## src/rtl/mux_scan_sequencer.sv

```systemverilog
// Scan sequencer for a 4:1 single-bit mux: walks the enabled channels in ascending order,
// samples y after a programmable dwell, and publishes the full vector once per scan.
module mux_scan_sequencer #(
   parameter int DWELL = 2,
   parameter int CNT_W = 8
) (
   input  logic             clk,
   input  logic             rst_n,
   input  logic             start,
   input  logic             continuous,
   input  logic [3:0]       ch_mask,
   input  logic             y_in,
   output logic             s0,
   output logic             s1,
   output logic             busy,
   output logic [3:0]       sample_vec,
   output logic             vec_valid,
   output logic [CNT_W-1:0] scan_cnt
);

   // state | meaning
   // IDLE  | selects parked at 00, waiting for start with a non-empty mask
   // SCAN  | dwelling on / sampling the enabled channels of mask_q in ascending order
   typedef enum logic {IDLE, SCAN} state_t;

   state_t           state, state_nxt;
   logic [3:0]       mask_q, mask_nxt;
   logic [3:0]       shadow, shadow_nxt, shadow_smp;
   logic [3:0]       vec_nxt;
   logic [1:0]       ch, ch_nxt;
   logic [CNT_W-1:0] dwell_cnt, dwell_nxt;
   logic [CNT_W-1:0] scan_nxt;
   logic             valid_nxt;
   logic             dwell_done;
   logic             last_ch;

   function automatic logic [1:0] lowest_ch(input logic [3:0] m);
      lowest_ch = 2'd0;
      for (int i = 3; i >= 0; i--)
         if (m[i]) lowest_ch = 2'(i);
   endfunction

   // Returns c itself when no enabled channel lies above c.
   function automatic logic [1:0] next_ch(input logic [3:0] m, input logic [1:0] c);
      next_ch = c;
      for (int i = 3; i >= 0; i--)
         if (m[i] && (i > int'(c))) next_ch = 2'(i);
   endfunction

   assign dwell_done = (dwell_cnt == CNT_W'(DWELL - 1));
   assign last_ch    = (next_ch(mask_q, ch) == ch);

   always_comb begin
      state_nxt  = state;
      mask_nxt   = mask_q;
      ch_nxt     = ch;
      dwell_nxt  = dwell_cnt;
      shadow_nxt = shadow;
      vec_nxt    = sample_vec;
      valid_nxt  = 1'b0;
      scan_nxt   = scan_cnt;
      shadow_smp = shadow;
      shadow_smp[ch] = y_in;
      case (state)
         IDLE: begin
            if (start && (ch_mask != 4'd0)) begin
               state_nxt  = SCAN;
               mask_nxt   = ch_mask;
               ch_nxt     = lowest_ch(ch_mask);
               dwell_nxt  = '0;
               shadow_nxt = '0;
            end
         end
         SCAN: begin
            if (!dwell_done) begin
               dwell_nxt = dwell_cnt + CNT_W'(1);
            end else begin
               dwell_nxt  = '0;
               shadow_nxt = shadow_smp;
               if (!last_ch) begin
                  ch_nxt = next_ch(mask_q, ch);
               end else begin
                  // Publish includes the sample taken on this very edge.
                  vec_nxt   = shadow_smp & mask_q;
                  valid_nxt = 1'b1;
                  scan_nxt  = scan_cnt + CNT_W'(1);
                  if (continuous && (ch_mask != 4'd0)) begin
                     mask_nxt   = ch_mask;
                     shadow_nxt = '0;
                     ch_nxt     = lowest_ch(ch_mask);
                  end else begin
                     state_nxt = IDLE;
                     ch_nxt    = 2'd0;
                  end
               end
            end
         end
         default: state_nxt = IDLE;
      endcase
   end

   always_ff @(posedge clk or negedge rst_n) begin
      if (!rst_n) begin
         state      <= IDLE;
         mask_q     <= '0;
         ch         <= '0;
         dwell_cnt  <= '0;
         shadow     <= '0;
         sample_vec <= '0;
         vec_valid  <= 1'b0;
         scan_cnt   <= '0;
      end else begin
         state      <= state_nxt;
         mask_q     <= mask_nxt;
         ch         <= ch_nxt;
         dwell_cnt  <= dwell_nxt;
         shadow     <= shadow_nxt;
         sample_vec <= vec_nxt;
         vec_valid  <= valid_nxt;
         scan_cnt   <= scan_nxt;
      end
   end

   assign busy     = (state == SCAN);
   assign {s1, s0} = busy ? ch : 2'b00;

endmodule
```

## config.mk

```make
export PLATFORM = sky130hd
export DESIGN_NAME = mux_scan_sequencer
export DESIGN_NICKNAME = d
export VERILOG_FILES = /design/src/rtl/mux_scan_sequencer.sv
export SDC_FILE = /design/constraint.sdc
export NUM_CORES = 1
export LEC_CHECK = 0
export ABC_AREA = 1
export BUFFER_PORTS_ARGS = -buffer_cell sky130_fd_sc_hd__buf_2
export CORE_ASPECT_RATIO = 1.2
export CORE_MARGIN = 3
export CORE_UTILIZATION = 30
export DETAILED_ROUTE_END_ITERATION = 10
export SETUP_SLACK_MARGIN = 0.02
export SYNTH_ARGS = -nofsm -noshare
export SYNTH_HDL_FRONTEND = slang
export SYNTH_SLANG_ARGS = --single-unit
```

## constraint.sdc

```tcl
create_clock -name clk -period 2.6 [get_ports clk]
set_clock_uncertainty 0.2 [all_clocks]
set_input_delay 0.13 -clock clk [delete_from_list [all_inputs] [get_ports clk]]
set_output_delay 0.13 -clock clk [all_outputs]
set_load 0.03 [all_outputs]
```

==> metrics.md <==
| Metric | Value |
|---|---|
| Drt pass-1 iters | `4` |
| Hold crit path type | `in -> reg` |
| Multi-input logic area | `808.3 µm²` |
| CTS H-tree depth | `2` |
| Fmax achieved | `0.5412 GHz` |
| # IOs | `25` |
| Cell Area, Synth | `1755 µm²` |
| Area leader, netlist | `dfrtp_1` |
| Top post-synthesis cells by area | `dfrtp_1, nand2_1, nand3_1` |
| Worst-path fanout max | `13` |
| Setup violators final | `0` |
| CTS tree | `done` |
| Initial core utilization | `0.3204` |
| Synth Register Bits | `32` |
| Commonest register cell after synthesis | `dfrtp_1` |
| Root Buffer | `clkbuf_8` |
| Clk slew on worst S/H paths | `70 ps` |
| GPL Wtd Cong | `0.8190` |
| Die area | `6809 µm²` |
| Post-route ant nets | `0` |
| Vias after detailed routing | `1450` |
| Worst slew pin tran | `711.4 ps` |
| Min-delay src | `y_in` |
| First-pass GRT wire length | `6113 µm` |
| Avg Inst Size Synth | `8.280 µm²` |
| Setup Buffers After CTS | `0` |
| Post-synthesis sequential area ratio | `0.4562` |
| Final Non-Filler Cells | `323` |
| Critical path data required time | `2570 ps` |
| Fin util | `0.3843` |
| Placed cell count | `309` |
| RSZ-0062 raised after global routing | `false` |
| Critical path's most frequent cell | `nor2_1` |
| Overflow after GRT | `0` |
| Skew-Pair Late Insertion Delay | `290 ps` |
| Max-slew headroom | `0.5257` |
| Setup TNS | `0 ps` |
| Antenna violations before repair | `0` |
| Wire length per cell | `11.59 µm` |
| DRT iter0 DRCs | `89` |
| DP Wirelength | `2769 µm` |
| Syn Inst Count | `212` |
| Worst vdd ir | `0.2778 mV` |
| Startpoint Class | `flop` |
| Die height | `89.80 µm` |
| CTS buffer count | `5` |
| Port Buffers | `24` |
| Inserted Diodes | `0` |
| Pwr/cell area | `1053 nW/µm²` |
| Reg area | `800.8 µm²` |
| Critical path's slowest cell | `dfrtp_1` |
| Fin crit period | `1848 ps` |
| Layout cells sized above 1 | `0.2276` |
| Cts hold-fix bufs | `6` |
| Die width | `75.83 µm` |
| Core area | `5479 µm²` |
| Via/cell ratio | `4.489` |
| Total Wirelength | `3743 µm` |
| RR Startpoint | `dwell_cnt[1]` |
| FFs w/ async S/R, synth | `1.000` |
| Static leakage | `0.001086 µW` |
| FILL cells | `574` |
| Yosys cell types | `29` |
| Most common cell in the synthesized netlist | `nand2_1` |
| Worst setup EP type | `flop` |
| Synth top area share | `0.4562` |
| Area Growth Syn to Fin | `19.96%` |
| Nets | `257` |
| CP peak stage delay | `390 ps` |
| Most frequent cells after synthesis | `nand2_1, dfrtp_1, inv_1` |
| Number of flops mapped to enable cells by yosys | `0` |
| Kind of critical path | `reg -> reg` |
| Gr usage total | `0.1170` |
| Max-capacitance violation count | `0` |
| CP arrival | `1820 ps` |
| Synthesized net count | `224` |
| Largest net degree at the start of global routing | `33` |
| Bufs on Longest Clock Path | `2` |
| Final Hold Fails | `0` |
| Crit path from | `dwell_cnt[1]` |
| Final Cycle Share | `0.7106` |
| Status | `complete, no violations` |
| Vias in the first global route | `1329` |
| Clock sinks | `32` |
| Remaining DRCs | `0` |
| Resize count post-CTS | `0` |
| Critical path cell sequence | `inv_1, ha_1, nand3_1, nor2_2, nand2_2, nor2_8, inv_2, nor2_1, nor2_1` |
| Max-slew violations | `0` |
| Row count | `29` |
| Synthesis Warnings | `0` |
cell usage in the layout, fill, tap and decap left out, drive strengths merged:
cell,instances
dlygate4sd3,6
xnor2,5
nor3,4
nand3,18
clkinv,1
a31oi,2
bufinv,1
nand2,73
mux2i,1
o22ai,5
xor2,6
inv,27
clkinvlp,1
buf,24
o21ai,9
clkbuf,5
a21oi,5
nand4,4
nor2,13
a21boi,1
dfrtp,32
ha,3
flip-flops by register name (all words and copies together), names as in the netlist:
register and cells:
ch 2, vec_valid 1, dwell_cnt 8, sample_vec 4, busy 1, mask_q 4
shadow 4, scan_cnt 8
through the flow:
step / power [µW] / setup slack, ps / hold slack (ps) / cell area, µm²
after global placement: 1739 / 801.4 / 31.15 / 1934
after global routing: 2387 / 583.8 / 97.98 / 2106
final: 2218 / 752.4 / 46.26 / 2106
after CTS: 2246 / 722.5 / 35.05 / 2106
after floorplan: 1555 / 974.6 / -365.6 / 1755
after detailed placement: 1750 / 739.5 / 34.52 / 1934
worst max-delay path, delay by kind of cell (launching register included):
family | cells | cell delay (ps)
flops | 1 | 390
buf+inv | 2 | 200
simple gates | 6 | 800
fa+ha+maj | 1 | 140
kinds of logic after synthesis:
logic type / Yosys count / share of synthesized area
AO/OA/AOI/OAI: 22 / 0.07555
XOR/XNOR: 11 / 0.05916
adder cells (fa/ha/maj): 3 / 0.02139
buffers and inverters: 31 / 0.08339
flip-flops: 32 / 0.4562
multiplexers: 1 / 0.005702
AND/OR/NAND/NOR: 112 / 0.2986
final timing paths:
| kind | endpoint | slack [ps] | cells after the start |
|---|---|---|---|
| max | busy | 750 | 9 |
| min | shadow[0] | 50 | 5 |
| max reg2reg | busy | 750 | 9 |
| min reg2reg | sample_vec[0] | 280 | 2 |
| max in group asynchronous | mask_q[2] | 1510 | 2 |
| min in group asynchronous | ch[1] | 230 | 2 |
per-layer routing:
layer / global-route usage / share of wire / vias to the layer above
li1: - / - / 746
met1: 0.1508 / 0.46 / 667
met2: 0.1779 / 0.48 / 31
met3: 0.04241 / 0.044 / 6
met4: 0.03936 / 0.015 / 0
met5: 0 / 0 / -
final cells by class:
| cell class | count | share of cell area |
|---|---|---|
| Tap cell | 77 | 0.04575 |
| Clock inverter | 3 | 0.02020 |
| Inverter | 27 | 0.05169 |
| Sequential cell | 32 | 0.3803 |
| Multi-Input combinational cell | 149 | 0.3838 |
| Clock buffer | 5 | 0.03268 |
| Timing Repair Buffer | 30 | 0.08556 |
power by group:
part	total [µW]	internal [µW]	switching (µW)	leakage [µW]
clock	480	283	196	0.0000541
combinational	903	314	588	0.000629
sequential	836	667	169	0.000403
total	2220	1260	953	0.00109
Power figures use the tool's default switching activity.
